## config.mk

```make
export PLATFORM = sky130hd
export DESIGN_NAME = wb_port_arbiter_flat
export DESIGN_NICKNAME = d
export VERILOG_FILES = /design/src/rtl/wb_arb_pkg.sv /design/src/rtl/wb_port_arbiter_if.sv /design/src/rtl/wb_fifo.sv /design/src/rtl/wb_port_arbiter.sv /design/src/flat_wrapper.sv
export SDC_FILE = /design/constraint.sdc
export NUM_CORES = 1
export LEC_CHECK = 0
export CAP_MARGIN = 40
export CORE_MARGIN = 4
export CORE_UTILIZATION = 40
export CTS_CLUSTER_SIZE = 10
export DETAILED_ROUTE_END_ITERATION = 6
export SLEW_MARGIN = 0
export SYNTH_ARGS = -nofsm -noshare
export SYNTH_HDL_FRONTEND = slang
export SYNTH_SLANG_ARGS = --single-unit
```

## constraint.sdc

```tcl
create_clock -name clk -period 4.2 [get_ports clk]
set_clock_uncertainty 0.2 [all_clocks]
set_input_delay 0.42 -clock clk [delete_from_list [all_inputs] [get_ports clk]]
set_output_delay 0.42 -clock clk [all_outputs]
set_load 0.01 [all_outputs]
```

## src/rtl/wb_arb_pkg.sv

```systemverilog
// Shared types for the register-file write-port arbiter.
// Request bundle, source encoding and the x0-masked one-hot helper.
package wb_arb_pkg;

  localparam int XLEN = 32;

  typedef struct packed {
    logic [4:0]      rd;
    logic [XLEN-1:0] data;
  } wb_req_t;

  typedef enum logic [1:0] {
    SRC_PIPE,
    SRC_MDU,
    SRC_FPU
  } wb_src_e;

  function automatic logic [31:0] onehot32(input logic [4:0] rd);
    logic [31:0] m;
    m = '0;
    if (rd != 5'd0) m[rd] = 1'b1;
    return m;
  endfunction

endpackage

```

## src/rtl/wb_port_arbiter_if.sv

```systemverilog
// Write-port arbiter bus: pipeline, MUL/DIV and FPU requesters,
// register-file write port and hazard-side outputs.
interface wb_port_arbiter_if;
  import wb_arb_pkg::*;

  logic            pipe_valid;
  logic [4:0]      pipe_rd;
  logic [XLEN-1:0] pipe_data;
  logic            mdu_valid;
  logic            mdu_ready;
  logic [4:0]      mdu_rd;
  logic [XLEN-1:0] mdu_data;
  logic            fpu_valid;
  logic            fpu_ready;
  logic [4:0]      fpu_rd;
  logic [XLEN-1:0] fpu_data;
  logic            rf_we;
  logic [4:0]      rf_waddr;
  logic [XLEN-1:0] rf_wdata;
  logic [31:0]     pend_mask;
  logic            stall_req;

  modport master (
    output pipe_valid, pipe_rd, pipe_data,
    output mdu_valid, mdu_rd, mdu_data,
    output fpu_valid, fpu_rd, fpu_data,
    input  mdu_ready, fpu_ready,
    input  rf_we, rf_waddr, rf_wdata,
    input  pend_mask, stall_req
  );

  modport slave (
    input  pipe_valid, pipe_rd, pipe_data,
    input  mdu_valid, mdu_rd, mdu_data,
    input  fpu_valid, fpu_rd, fpu_data,
    output mdu_ready, fpu_ready,
    output rf_we, rf_waddr, rf_wdata,
    output pend_mask, stall_req
  );

endinterface

```

## src/rtl/wb_fifo.sv

```systemverilog
// Small side-result FIFO with wrap-bit pointers.
// Also reports the destinations of all live entries.
module wb_fifo
  import wb_arb_pkg::*;
#(
  parameter int QDEPTH = 2
) (
  input  logic        clk,
  input  logic        rst_n,
  input  logic        push,
  input  wb_req_t     din,
  input  logic        pop,
  output wb_req_t     head,
  output logic        full,
  output logic        empty,
  output logic [31:0] pend
);

  localparam int AW = $clog2(QDEPTH);

  wb_req_t     mem [QDEPTH];
  logic [AW:0] wr_ptr;
  logic [AW:0] rd_ptr;
  logic [AW:0] cnt;

  assign cnt   = wr_ptr - rd_ptr;
  assign empty = (wr_ptr == rd_ptr);
  assign full  = (wr_ptr[AW] != rd_ptr[AW]) &&
                 (wr_ptr[AW-1:0] == rd_ptr[AW-1:0]);
  assign head  = mem[rd_ptr[AW-1:0]];

  always_ff @(posedge clk or negedge rst_n) begin
    if (!rst_n) begin
      wr_ptr <= '0;
      rd_ptr <= '0;
    end else begin
      if (push) wr_ptr <= wr_ptr + (AW+1)'(1);
      if (pop)  rd_ptr <= rd_ptr + (AW+1)'(1);
    end
  end

  always_ff @(posedge clk) begin
    if (push) mem[wr_ptr[AW-1:0]] <= din;
  end

  // slot i is live when its distance from the head is below the fill level
  always_comb begin
    pend = '0;
    for (int i = 0; i < QDEPTH; i++) begin
      logic [AW-1:0] off;
      off = AW'(i) - rd_ptr[AW-1:0];
      if ({1'b0, off} < cnt) pend = pend | onehot32(mem[i].rd);
    end
  end

endmodule

```

## src/rtl/wb_port_arbiter.sv

```systemverilog
// Integer RF write-port arbiter: pipeline WB first, buffered
// MUL/DIV and FPU results round-robin in idle slots.
module wb_port_arbiter
  import wb_arb_pkg::*;
#(
  parameter int QDEPTH     = 2,
  parameter int STARVE_LIM = 8
) (
  input logic               clk,
  input logic               Rst_n,
  wb_port_arbiter_if.slave  bus
);

  localparam int            CW  = $clog2(STARVE_LIM + 1);
  localparam logic [CW-1:0] LIM = CW'(STARVE_LIM);

  wb_req_t       m_din, f_din;
  wb_req_t       m_head, f_head, gnt;
  logic          m_full, m_empty, f_full, f_empty;
  logic          m_push, f_push, m_pop, f_pop;
  logic [31:0]   m_pend, f_pend;
  logic [CW-1:0] m_cnt, f_cnt, m_cnt_nxt, f_cnt_nxt;
  logic          rr_fpu, gnt_v, rf_side;
  wb_src_e       src;

  assign bus.mdu_ready = Rst_n && !m_full;
  assign bus.fpu_ready = Rst_n && !f_full;
  assign m_push = bus.mdu_valid && bus.mdu_ready;
  assign f_push = bus.fpu_valid && bus.fpu_ready;
  assign m_din  = '{rd: bus.mdu_rd, data: bus.mdu_data};
  assign f_din  = '{rd: bus.fpu_rd, data: bus.fpu_data};

  wb_fifo #(.QDEPTH(QDEPTH)) u_mdu_q (
    .clk(clk), .rst_n(Rst_n),
    .push(m_push), .din(m_din), .pop(m_pop),
    .head(m_head), .full(m_full), .empty(m_empty),
    .pend(m_pend)
  );

  wb_fifo #(.QDEPTH(QDEPTH)) u_fpu_q (
    .clk(clk), .rst_n(Rst_n),
    .push(f_push), .din(f_din), .pop(f_pop),
    .head(f_head), .full(f_full), .empty(f_empty),
    .pend(f_pend)
  );

  // a starving head takes the free slot ahead of round-robin
  always_comb begin
    src   = SRC_PIPE;
    gnt_v = 1'b1;
    if (bus.pipe_valid)                src = SRC_PIPE;
    else if (!m_empty && m_cnt >= LIM) src = SRC_MDU;
    else if (!f_empty && f_cnt >= LIM) src = SRC_FPU;
    else if (!m_empty && !f_empty)     src = rr_fpu ? SRC_FPU : SRC_MDU;
    else if (!m_empty)                 src = SRC_MDU;
    else if (!f_empty)                 src = SRC_FPU;
    else                               gnt_v = 1'b0;
  end

  assign m_pop = gnt_v && (src == SRC_MDU);
  assign f_pop = gnt_v && (src == SRC_FPU);

  always_comb begin
    case (src)
      SRC_MDU: gnt = m_head;
      SRC_FPU: gnt = f_head;
      default: gnt = '{rd: bus.pipe_rd, data: bus.pipe_data};
    endcase
  end

  always_comb begin
    m_cnt_nxt = m_cnt;
    f_cnt_nxt = f_cnt;
    if (m_pop)                      m_cnt_nxt = '0;
    else if (!m_empty && m_cnt < LIM) m_cnt_nxt = m_cnt + CW'(1);
    if (f_pop)                      f_cnt_nxt = '0;
    else if (!f_empty && f_cnt < LIM) f_cnt_nxt = f_cnt + CW'(1);
  end

  always_ff @(posedge clk or negedge Rst_n) begin
    if (!Rst_n) begin
      m_cnt        <= '0;
      f_cnt        <= '0;
      rr_fpu       <= 1'b0;
      bus.stall_req <= 1'b0;
      bus.rf_we    <= 1'b0;
      bus.rf_waddr <= '0;
      bus.rf_wdata <= '0;
      rf_side      <= 1'b0;
    end else begin
      m_cnt         <= m_cnt_nxt;
      f_cnt         <= f_cnt_nxt;
      bus.stall_req <= (m_cnt_nxt >= LIM) || (f_cnt_nxt >= LIM);
      if (!bus.pipe_valid && !m_empty && !f_empty)
        rr_fpu <= (src == SRC_MDU);
      bus.rf_we <= gnt_v && (gnt.rd != 5'd0);
      rf_side   <= gnt_v && (src != SRC_PIPE) && (gnt.rd != 5'd0);
      if (gnt_v) begin
        bus.rf_waddr <= gnt.rd;
        bus.rf_wdata <= gnt.data;
      end
    end
  end

  assign bus.pend_mask = m_pend | f_pend |
                         (rf_side ? onehot32(bus.rf_waddr) : 32'd0);

endmodule

```

## src/flat_wrapper.sv

```systemverilog
// flat-port wrapper written by rule: the top's interface ports become plain ports
module wb_port_arbiter_flat import wb_arb_pkg::*;
#(
  parameter int QDEPTH     = 2,
  parameter int STARVE_LIM = 8
)
  (clk, Rst_n, bus_pipe_valid, bus_pipe_rd, bus_pipe_data, bus_mdu_valid, bus_mdu_rd, bus_mdu_data, bus_fpu_valid, bus_fpu_rd, bus_fpu_data, bus_mdu_ready, bus_fpu_ready, bus_rf_we, bus_rf_waddr, bus_rf_wdata, bus_pend_mask, bus_stall_req);
  wb_port_arbiter_if bus_i ();
  input logic clk;
  input logic Rst_n;
  input wire logic [$bits(bus_i.pipe_valid)-1:0] bus_pipe_valid;
  input wire logic [$bits(bus_i.pipe_rd)-1:0] bus_pipe_rd;
  input wire logic [$bits(bus_i.pipe_data)-1:0] bus_pipe_data;
  input wire logic [$bits(bus_i.mdu_valid)-1:0] bus_mdu_valid;
  input wire logic [$bits(bus_i.mdu_rd)-1:0] bus_mdu_rd;
  input wire logic [$bits(bus_i.mdu_data)-1:0] bus_mdu_data;
  input wire logic [$bits(bus_i.fpu_valid)-1:0] bus_fpu_valid;
  input wire logic [$bits(bus_i.fpu_rd)-1:0] bus_fpu_rd;
  input wire logic [$bits(bus_i.fpu_data)-1:0] bus_fpu_data;
  output wire logic [$bits(bus_i.mdu_ready)-1:0] bus_mdu_ready;
  output wire logic [$bits(bus_i.fpu_ready)-1:0] bus_fpu_ready;
  output wire logic [$bits(bus_i.rf_we)-1:0] bus_rf_we;
  output wire logic [$bits(bus_i.rf_waddr)-1:0] bus_rf_waddr;
  output wire logic [$bits(bus_i.rf_wdata)-1:0] bus_rf_wdata;
  output wire logic [$bits(bus_i.pend_mask)-1:0] bus_pend_mask;
  output wire logic [$bits(bus_i.stall_req)-1:0] bus_stall_req;
  assign bus_i.pipe_valid = bus_pipe_valid;
  assign bus_i.pipe_rd = bus_pipe_rd;
  assign bus_i.pipe_data = bus_pipe_data;
  assign bus_i.mdu_valid = bus_mdu_valid;
  assign bus_i.mdu_rd = bus_mdu_rd;
  assign bus_i.mdu_data = bus_mdu_data;
  assign bus_i.fpu_valid = bus_fpu_valid;
  assign bus_i.fpu_rd = bus_fpu_rd;
  assign bus_i.fpu_data = bus_fpu_data;
  assign bus_mdu_ready = bus_i.mdu_ready;
  assign bus_fpu_ready = bus_i.fpu_ready;
  assign bus_rf_we = bus_i.rf_we;
  assign bus_rf_waddr = bus_i.rf_waddr;
  assign bus_rf_wdata = bus_i.rf_wdata;
  assign bus_pend_mask = bus_i.pend_mask;
  assign bus_stall_req = bus_i.stall_req;
  wb_port_arbiter #(.QDEPTH(QDEPTH), .STARVE_LIM(STARVE_LIM)) u_core (.clk(clk), .Rst_n(Rst_n), .bus(bus_i));
endmodule
```

== Word-level counts from Yosys, hierarchy flattened ==
Memories as Yosys holds them, arrays and structs flattened.
Index checks and enable logic that the tools add are counted.

* Output and inout bits: 73
* Word-level logic and storage cells: 138
* Flip-flop bits (word level): 57
* Memories kept: 2
* Input port bits: 116
* Bits in writable memories: 148

* Mux-type cells: 44
* Bitwise logic cells: 4
* Eq/ne operators: 8
* Reduce and logical (&&, ||, !) cells: 36
* $add $sub $neg: 12
* $lt $le $gt $ge: 20

{| class="wikitable"
|+ Memory list
! name !! words !! width !! rd ports !! clocked after memory_dff !! write ports !! line !! source
|-
| u_core.u_fpu_q.mem || 2 || 37 || 3 || 0 || 1 || wb_fifo.sv:21 || <nowiki>wb_req_t mem [QDEPTH];</nowiki>
|-
| u_core.u_mdu_q.mem || 2 || 37 || 3 || 0 || 1 || wb_fifo.sv:21 ||
|}

{| class="wikitable"
|+ Operators with widths
! cell !! number
|-
| $mux 32 || 12
|-
| $or 32x32->32 || 4
|-
| $pmux 37 s2 || 1
|-
| $lt 5x6->1 const B || 5
|-
| $reduce_bool 5->1 || 6
|-
| $demux 1 s5 || 5
|-
| $ge 5x1->1 const B || 5
|-
| $logic_and 1x1->1 || 23
|-
| $ge 4x4->1 const B || 4
|-
| $mux 4 || 4
|-
| $mux 1 || 15
|-
| $mux 2 || 7
|-
| $add 2x1->2 const B || 4
|-
| $add 4x1->4 const B || 2
|-
| $lt 1x2->1 || 4
|-
| $lt 4x4->1 const B || 2
|-
| $logic_not 1->1 || 5
|-
| $eq 2x2->1 || 2
|-
| $sub 1x1->1 const A || 4
|-
| $sub 2x2->2 || 2
|-
| $eq 1x1->1 || 2
|-
| $eq 2x1->1 const B || 1
|-
| $eq 2x2->1 const B || 1
|-
| $ne 1x1->1 || 2
|-
| other kinds (2) || 2
|}

== Logic depth before layout (Yosys ltp) ==
Gate-level depths: netlist of run 1.

* Depth in word-level cells: 12
* Mapped depth: 12
* Gate-level depth less buffers: 12

== By module ==
Synthesis of run 1 repeated with hierarchy kept, for this count alone.

* Cell total of the unflattened synthesis: 752
* Area, all modules: 9755.6 µm²

{| class="wikitable"
|+ Modules (own cells, without submodules)
! module !! cells an instance !! seq. area each (µm²) !! area an instance (µm²) !! instances
|-
| wb_fifo (u_core.u_mdu_q) || 200 || 2322.2 || 3349.5 || 1
|-
| wb_fifo (u_core.u_fpu_q) || 200 || 2322.2 || 3348.2 || 1
|-
| wb_port_arbiter || 352 || 1226.2 || 3057.9 || 1
|}

== Least setup slack after synthesis of run 1 ==
Ideal clock, no wire load.

* Path kind: reg2reg
* From: register u_core.u_mdu_q.wr_ptr[0]
* To: memory u_core.u_mdu_q.mem[1][0] in the netlist's numbering, enable pin
* Cell stages (with the launch flop): 7
* Setup time: 0.434 ns
* Period minus slack after synthesis: 3.396 ns
* Path buffers: 0
* Path slack: 0.804 ns
* Required time: 3.566 ns
* Arrival time: 2.762 ns
* Cell sequence: dfrtp_1 inv_1 ha_1 inv_1 o21a_1 nand2_1 nor2_1

* Word-level cells in the longest chain between the ends: 7

{| class="wikitable"
|+ Ends and longest elaborated chain
! item !! line !! source
|-
| start: declaration || wb_fifo.sv:22 || <nowiki>logic [AW:0] wr_ptr;</nowiki>
|-
| start signal: assignment || wb_fifo.sv:37 || <nowiki>if (push) wr_ptr <= wr_ptr + (AW+1)'(1);</nowiki>
|-
| $eq 1x1->1 || wb_fifo.sv:29 || <nowiki>(wr_ptr[AW-1:0] == rd_ptr[AW-1:0]);</nowiki>
|-
| $logic_and 1x1->1 || wb_fifo.sv:28 || <nowiki>assign full = (wr_ptr[AW] != rd_ptr[AW]) &&</nowiki>
|-
| $logic_not 1->1 || wb_port_arbiter.sv:26 || <nowiki>assign bus.mdu_ready = Rst_n && !m_full;</nowiki>
|-
| $logic_and 1x1->1 || wb_port_arbiter.sv:26 ||
|-
| via bus_mdu_ready || flat_wrapper.sv:20 || <nowiki>output wire logic [$bits(bus_i.mdu_ready)-1:0] bus_mdu_ready;</nowiki>
|-
| $logic_and 1x1->1 || wb_port_arbiter.sv:28 || <nowiki>assign m_push = bus.mdu_valid && bus.mdu_ready;</nowiki>
|-
| $mux 1 || wb_fifo.sv:43 || <nowiki>if (push) mem[wr_ptr[AW-1:0]] <= din;</nowiki>
|-
| $mux 1 (implied by the code) || wb_fifo.sv:43 ||
|-
| end: declaration || wb_fifo.sv:21 ||
|}

The timed path passes the listed nets, and every way through them passes these cells.

== Worst setup path after layout of run 1 ==
* From: register u_core.u_fpu_q.rd_ptr[0]
* To: output bus_pend_mask[10]

* Word-level cells in the longest chain between the ends: 7
* Elaborated cells between the ends (all ways): 10
* Classes of those cells: add/sub: 3; order compare: 2; mux: 2; bitwise: 3

{| class="wikitable"
|+ Ends and longest elaborated chain
! item !! line !! source
|-
| start: declaration || wb_fifo.sv:23 || <nowiki>logic [AW:0] rd_ptr;</nowiki>
|-
| start signal: assignment || wb_fifo.sv:38 || <nowiki>if (pop) rd_ptr <= rd_ptr + (AW+1)'(1);</nowiki>
|-
| $sub 2x2->2 or $sub 1x1->1 (tied branches) || wb_fifo.sv:26, wb_fifo.sv:51 ||
|-
| $lt 1x2->1 || wb_fifo.sv:52 || <nowiki>if ({1'b0, off} < cnt) pend = pend | onehot32(mem[i].rd);</nowiki>
|-
| $mux 32 || wb_fifo.sv:52 ||
|-
| $or 32x32->32 || wb_fifo.sv:52 ||
|-
| $mux 32 * || wb_fifo.sv:52 ||
|-
| $or 32x32->32 * (2 in series) || wb_port_arbiter.sv:105 || <nowiki>assign bus.pend_mask = m_pend | f_pend |</nowiki>
|-
| end: declaration || flat_wrapper.sv:25 || <nowiki>output wire logic [$bits(bus_i.pend_mask)-1:0] bus_pend_mask;</nowiki>
|}

Mark *: on every way between the ends. The rest lies on a longest branch, timed or not.

==> results of run 1 <==
-- synth_stat cells (2+ instances only) --
master     count  area [um2]
a21oi_1       28         140
a21oi_2       20         175
a221o_1       32         320
a22oi_1       30         225
and2_1         7        43.8
and3b_1        4        35.0
buf_1          2        7.51
buf_2         11        55.1
buf_6          4        45.0
clkbuf_1      34         128
dfrtp_1       57        1430
edfxtp_1     148        4440
ha_1          13         163
inv_1         16        60.1
mux2_1         9         101
mux2_2        56         631
mux2i_1       11         110
nand2_1       29         109
nand2b_1       3        18.8
nand3_1       21         105
nand3b_1      18         135
nand4b_1       2        17.5
nor2_1        91         342
nor3_1        13        65.1
nor3b_1       19         143
o21a_1         3        22.5
o21ai_0       37         185
o221ai_1      16         140
o22ai_1       20         125
o2bb2ai_1      2        17.5
or2_2          3        18.8
or3_1          3        18.8
or3b_2         3        26.3
xnor2_1        6        52.6
xnor2_2        2        32.5
xor2_1         6        52.6
-- worst paths after layout --
| check | from | endpoint | cells after the start |
|---|---|---|---|
| max in group asynchronous | Rst_n | u_core.bus.rf_wdata[30] | 3 |
| min in group clk | bus_mdu_data[21] | u_core.u_mdu_q.mem[0][21] | 1 |
| max reg2reg | u_core.u_fpu_q.wr_ptr[0] | u_core.bus.rf_we | 10 |
| min reg2reg | u_core.u_fpu_q.rd_ptr[1] | u_core.u_fpu_q.rd_ptr[1] | 1 |
| max | u_core.u_fpu_q.rd_ptr[0] | bus_pend_mask[10] | 8 |
| min | Rst_n | u_core.f_cnt[2] | 2 |
-- metal layers --
| layer | share of wire, % | track usage (%) |
|---|---|---|
| met5 | 0 | 0 |
| met3 | 6.6 | 3.79 |
| met1 | 42 | 26.7 |
| met4 | 3.2 | 7.45 |
| met2 | 48 | 33.7 |
-- through the flow --
| step | power (W) | worst slack (ps) | cell area [um2] | hold slack, ps |
|---|---|---|---|---|
| 6_report | 0.00997 | 236 | 12800 | 125 |
| 5_1_grt | 0.0107 | 12.8 | 12800 | 136 |
| 3_5_place_dp | 0.00805 | 572 | 12000 | 121 |
| 3_3_place_gp | 0.00791 | 677 | 12000 | 119 |
| 4_1_cts | 0.0101 | 176 | 12800 | 113 |
| 2_1_floorplan | 0.00620 | 804 | 9820 | -75.6 |
-- logic make-up (layout without fill, tap and decap cells) --
group                      count (synthesis)  in the layout  share of synthesized area (%)
muxes                                     76             76                           8.57
adders and majority gates                 13             13                           1.66
xor gates and xnor gates                  14             14                           1.40
and+or+nand+nor                          220            220                           11.3
buffers and inverters                     69            261                           3.13
AOI/OAI and AO/OA                        193            193                           14.2
other                                      1              2                         0.0382
DFF                                      205            205                           59.8
-- where the power goes --
| group | internal [W] | switching [W] | leakage, nW |
|---|---|---|---|
| clock network | 0.00123 | 0.000774 | 0.360 |
| logic | 0.00222 | 0.00261 | 2.12 |
| registers | 0.00277 | 0.000359 | 2.03 |
| total | 0.00622 | 0.00375 | 4.51 |
-- sequential cells by signal, summed over array words and instances (netlist names) --
signal                 flops
u_core.u_fpu_q.wr_ptr      2
u_core.rr_fpu              1
u_core.u_fpu_q.mem        74
u_core.bus.rf_wdata       32
u_core.m_cnt               4
u_core.u_mdu_q.mem        74
u_core.bus.rf_waddr        5
u_core.u_mdu_q.wr_ptr      2
u_core.u_mdu_q.rd_ptr      2
u_core.f_cnt               4
u_core.u_fpu_q.rd_ptr      2
u_core.bus.stall_req       1
u_core.bus.rf_we           1
u_core.rf_side             1
-- area by class of cell --
class                      count  area share [%]
sequential                   205            45.9
multi-input combinational    517            28.8
timing repair buffer         201            15.8
clock buffer                  40            5.32
tap                          324            3.17
clock inverter                 4           0.567
inverter                      16           0.469
antenna                        1          0.0195
-- worst register-to-register path, cell delays in order (launching register included) --
cell and delay (ps):
dfrtp_1 430, inv_1 120, ha_1 370, and2_1 200, a211o_1 320, ha_2 660, nand2b_1 290, o21ai_0 150
a2111oi_0 380, nand4_1 170, and2_1 190
==> run metrics, run 1 <==
outcome finished clean; WP data arrival roughly 3300 ps; Post-synth ARST share 27.8%; max frequency around 0.25 GHz; reg2reg setup slack about 590 ps; Core Region approximately 0.024 mm2; register area share after synthesis around three fifths; WL final between 20000 and 30000 um; max cap viols 0; Least-Margin Pin Slew between 700 and 800 ps; CP Capture Type output port; total number of vias 7098; Non-Filler Instances roughly 1300; placed instance count between 1000 and 1500; buffers plus inverters on the worst setup path 3; Pwr Density ~800 mW/mm2; Syn Inst Count 791; CTS max path bufs 3; Tightest Hold Check Type primary input to asynchronous set/reset pin; GR Overflow Total 0; commonest cells after routing, fill and taps aside clkdlybuf4s50_1, edfxtp_1, nor2_1; fin crit period 3960 ps; H-Tree Depth 1; CP Max Fanout about 40; sequential standard cell area 0.00587 mm2; CTS root buf clkbuf_16; top_reg_cell synth edfxtp_1; Total GRT Usage just over 20%; setup bufs post-CTS 0; CTS Buf Count 25; final setup fails 0; Pins Over Slew Limit 0; unique cell type count in the Yosys netlist 48; Post-DRT Antenna Nets 0; DR WL/cell between 20 and 25 um; CP cell instances buf_4 > inv_1 > ha_1 > o21ai_0 > nor2_1 > a22oi_1 > nand3_1 > clkdlybuf4s50_1; Max-slew headroom 51.6%; area grow syn2layout 30.3%; drt pass-1 iters 5; CTS tree yes; mapped cell area roughly 0.0098 mm2; Resized cells post-CTS 0; chip width 165 um; Final Hold Fails 0; std cell rows 57; via/cell ratio approximately 5.4; Final GP Congestion 0.908; Die Ht 165 um; Multi-input gate area 0.00368 mm2; DRC 0; nets 1095; starting density of the core about 41%; synth warn 0; Worst VDD drop around 330 uV; startpoint types flip-flop; pin count of the biggest net entering global routing 55; number of synthesized flops with an enable pin 148; TritonCTS sink count about 210; crit path max-delay cell type buf_4; DIE AREA 0.0271 mm2; Yosys reg bits ~200; setup TNS 0 ps; Req. time, crit path 3580 ps; cell family with most CP delay buffers and inverters; fraction of layout cells with a size suffix above 1 13.8%; filler instances 2130; Avg Synthesized Cell Area roughly 12 um2; initial antenna violation count 1; IO Count around 190; final core utilization around 53%; detailed router's first-iteration violation count between 500 and 600; RSZ-0062 raised after global routing no; Worst-path clk slew 60 ps; vias in the first global route between 7000 and 8000; Clk Latency, worst-skew pair 520 ps; Post-Syn Nets between 900 and 1000; hold-fix buffers at CTS 1; delay of the slowest critical-path stage 540 ps; Detail Placement HPWL ~19000 um; commonest non-fill, non-tap cell in the layout clkdlybuf4s50_1; Period Utilization, post-route between 90% and 100%; # port buffers between 150 and 200; first-pass GRT wire length between 40000 and 50000 um; critical path class flip-flop to output port; Leakage approximately 4.5 nW
Note: power is estimated with default switching activity, not from simulation.
==> run 2: changes to the inputs <==
--- a/config.mk
+++ b/config.mk
@@ -8,6 +8,7 @@
 export CAP_MARGIN = 40
 export CORE_MARGIN = 4
 export CORE_UTILIZATION = 40
+export CTS_CLUSTER_DIAMETER = 60
 export CTS_CLUSTER_SIZE = 10
 export DETAILED_ROUTE_END_ITERATION = 6
 export SLEW_MARGIN = 0
==> run 2 against run 1 <==
Worst hold slack got worse by 5.9 ps. Combinational power about the same. Design area increased by 0.52%. Non-clock buffer count is the same. Total power increased by 1.1%. Sequential share of layout area down 0.24 points. Die area did not move. Register-to-register slack is essentially flat. Via count grew 0.76%. Sequential power about the same. Flip-flop and latch count did not move. Utilization increased by 0.27 points. Critical path type unchanged. Critical endpoint is now bus_pend_mask[11].
==> run metrics, run 2 (synthesized netlist as in run 1, its figures left out) <==
Leakage ~4.5 nW; Final GP Congestion 0.908; Final Hold Fails 0; CTS max path bufs 3; Die Ht 165 um; DR WL/cell approximately 21 um; # port buffers approximately 190; GR Overflow Total 0; Pwr Density 782 mW/mm2; Max-slew headroom about 52%; commonest non-fill, non-tap cell in the layout clkdlybuf4s50_1; RR Startpoint u_core.u_fpu_q.wr_ptr[0]; DIE AREA 0.0271 mm2; setup TNS 0 ps; crit path to bus_pend_mask[11]; CP cell instances buf_4 > inv_1 > ha_1 > o21ai_0 > nor2_1 > a22oi_1 > nand3_1 > clkdlybuf4s50_1; Tightest Hold Check Type primary input to asynchronous set/reset pin; final setup fails 0; TritonCTS sink count between 200 and 250; CTS Buf Count 26; setup bufs post-CTS 0; Total GRT Usage 20.2%; CP Capture Type output port; RSZ-0062 raised after global routing no; Worst-path clk slew 60 ps; vias in the first global route ~7500; max cap viols 0; initial antenna violation count 1; Non-Filler Instances 1311; IO Count ~190; Resized cells post-CTS 0; cell depth of the worst flop-to-flop path 10; drt pass-1 iters 7; Pins Over Slew Limit 0; critical path class flip-flop to output port; reg2reg setup slack 590 ps; pin count of the biggest net entering global routing 55; Period Utilization, post-route between 90% and 100%; std cell rows 57; fraction of layout cells with a size suffix above 1 approximately 14%; H-Tree Depth 1; WL final 27600 um; placed instance count approximately 1300; nets approximately 1100; CTS tree yes; max frequency around 0.25 GHz; critical path startpoint u_core.u_fpu_q.rd_ptr[0]; first-pass GRT wire length between 40000 and 50000 um; Detail Placement HPWL between 15000 and 20000 um; Req. time, crit path about 3600 ps; crit path max-delay cell type buf_4; fin crit period between 3000 and 4000 ps; startpoint types flip-flop; commonest cells after routing, fill and taps aside clkdlybuf4s50_1, edfxtp_1, nor2_1; Least-Margin Pin Slew about 720 ps; CTS root buf clkbuf_16; area grow syn2layout 31.0%; total number of vias ~7000; starting density of the core between 40% and 50%; chip width 165 um; via/cell ratio roughly 5.5; WP data arrival between 3000 and 4000 ps; detailed router's first-iteration violation count 602; CP Max Fanout 41; Worst VDD drop about 350 uV; FF-to-FF End u_core.bus.rf_we; hold-fix buffers at CTS 1; delay of the slowest critical-path stage 540 ps; DRC 0; Core Region between 0.02 and 0.025 mm2; Clk Latency, worst-skew pair around 520 ps; outcome finished clean; Post-DRT Antenna Nets 0
run 2: changes by cell type in the layout (fill, tap and decap cells not counted):
| cell | change |
|---|---|
| clkbuf_16 | +1 |
| clkinv_8 | +1 |
| clkbuf_1 | -2 |
| clkinv_1 | -1 |
| clkinvlp_4 | +1 |
| clkbuf_8 | +2 |
| clkinv_2 | +2 |
| inv_6 | -1 |
run 2: how the worst min path moves through the flow:
| stage | slack (ps) | depth (start not counted) | start | end |
|---|---|---|---|---|
| floorplan | -80 | 0 | Rst_n | u_core.bus.rf_waddr[0] |
| global placement | 120 | 1 | Rst_n | u_core.u_fpu_q.wr_ptr[0] |
| detailed placement | 120 | 1 | Rst_n | u_core.u_fpu_q.wr_ptr[0] |
| CTS | 110 | 2 | Rst_n | u_core.u_mdu_q.wr_ptr[1] |
| global route | 130 | 2 | Rst_n | u_core.u_fpu_q.wr_ptr[0] |
| finish | 120 | 2 | Rst_n | u_core.f_cnt[2] |
run 2: cell type report:
class / instances / area [um2]
Inverter: 16 / 60.1
Timing Repair Buffer: 201 / 2030
Clock inverter: 6 / 93.8
Sequential cell: 205 / 5870
Clock buffer: 41 / 727
Fill cell: 2124 / 11400
Tap cell: 324 / 405
Antenna cell: 1 / 2.50
Multi-Input combinational cell: 517 / 3680
run 2: layer usage:
metal	GRT usage [%]	routed length (um)	share of wire (%)
met3	3.77	1800	6.5
met5	0	0	0
met4	7.30	865	3.1
met2	33.7	13200	48
met1	26.5	11700	42
run 2: metrics by stage:
stage	hold slack, ps	total power (W)	setup slack, ps	utilization [%]	area, um2
floorplan	-75.6	0.00620	804	-	9820
global placement	119	0.00791	677	49.4	12000
detailed placement	121	0.00805	572	49.6	12000
CTS	109	0.0102	174	53.1	12900
global route	131	0.0108	10.3	53.1	12900
finish	119	0.0101	206	53.1	12900
run 2: critical path: cells and delay by family (launching register included):
family	cells	cell delay (ps)
AO/OA/AOI/OAI	2	770
flip-flops	1	360
adder cells (fa/ha/maj)	1	220
AND/OR/NAND/NOR	2	340
buffers and inverters	3	1170
run 2: where the power goes:
group | internal, W | switching [W] | total, W
combinational | 0.00222 | 0.00262 | 0.00484
clock | 0.00131 | 0.000792 | 0.00210
sequential | 0.00277 | 0.000363 | 0.00313
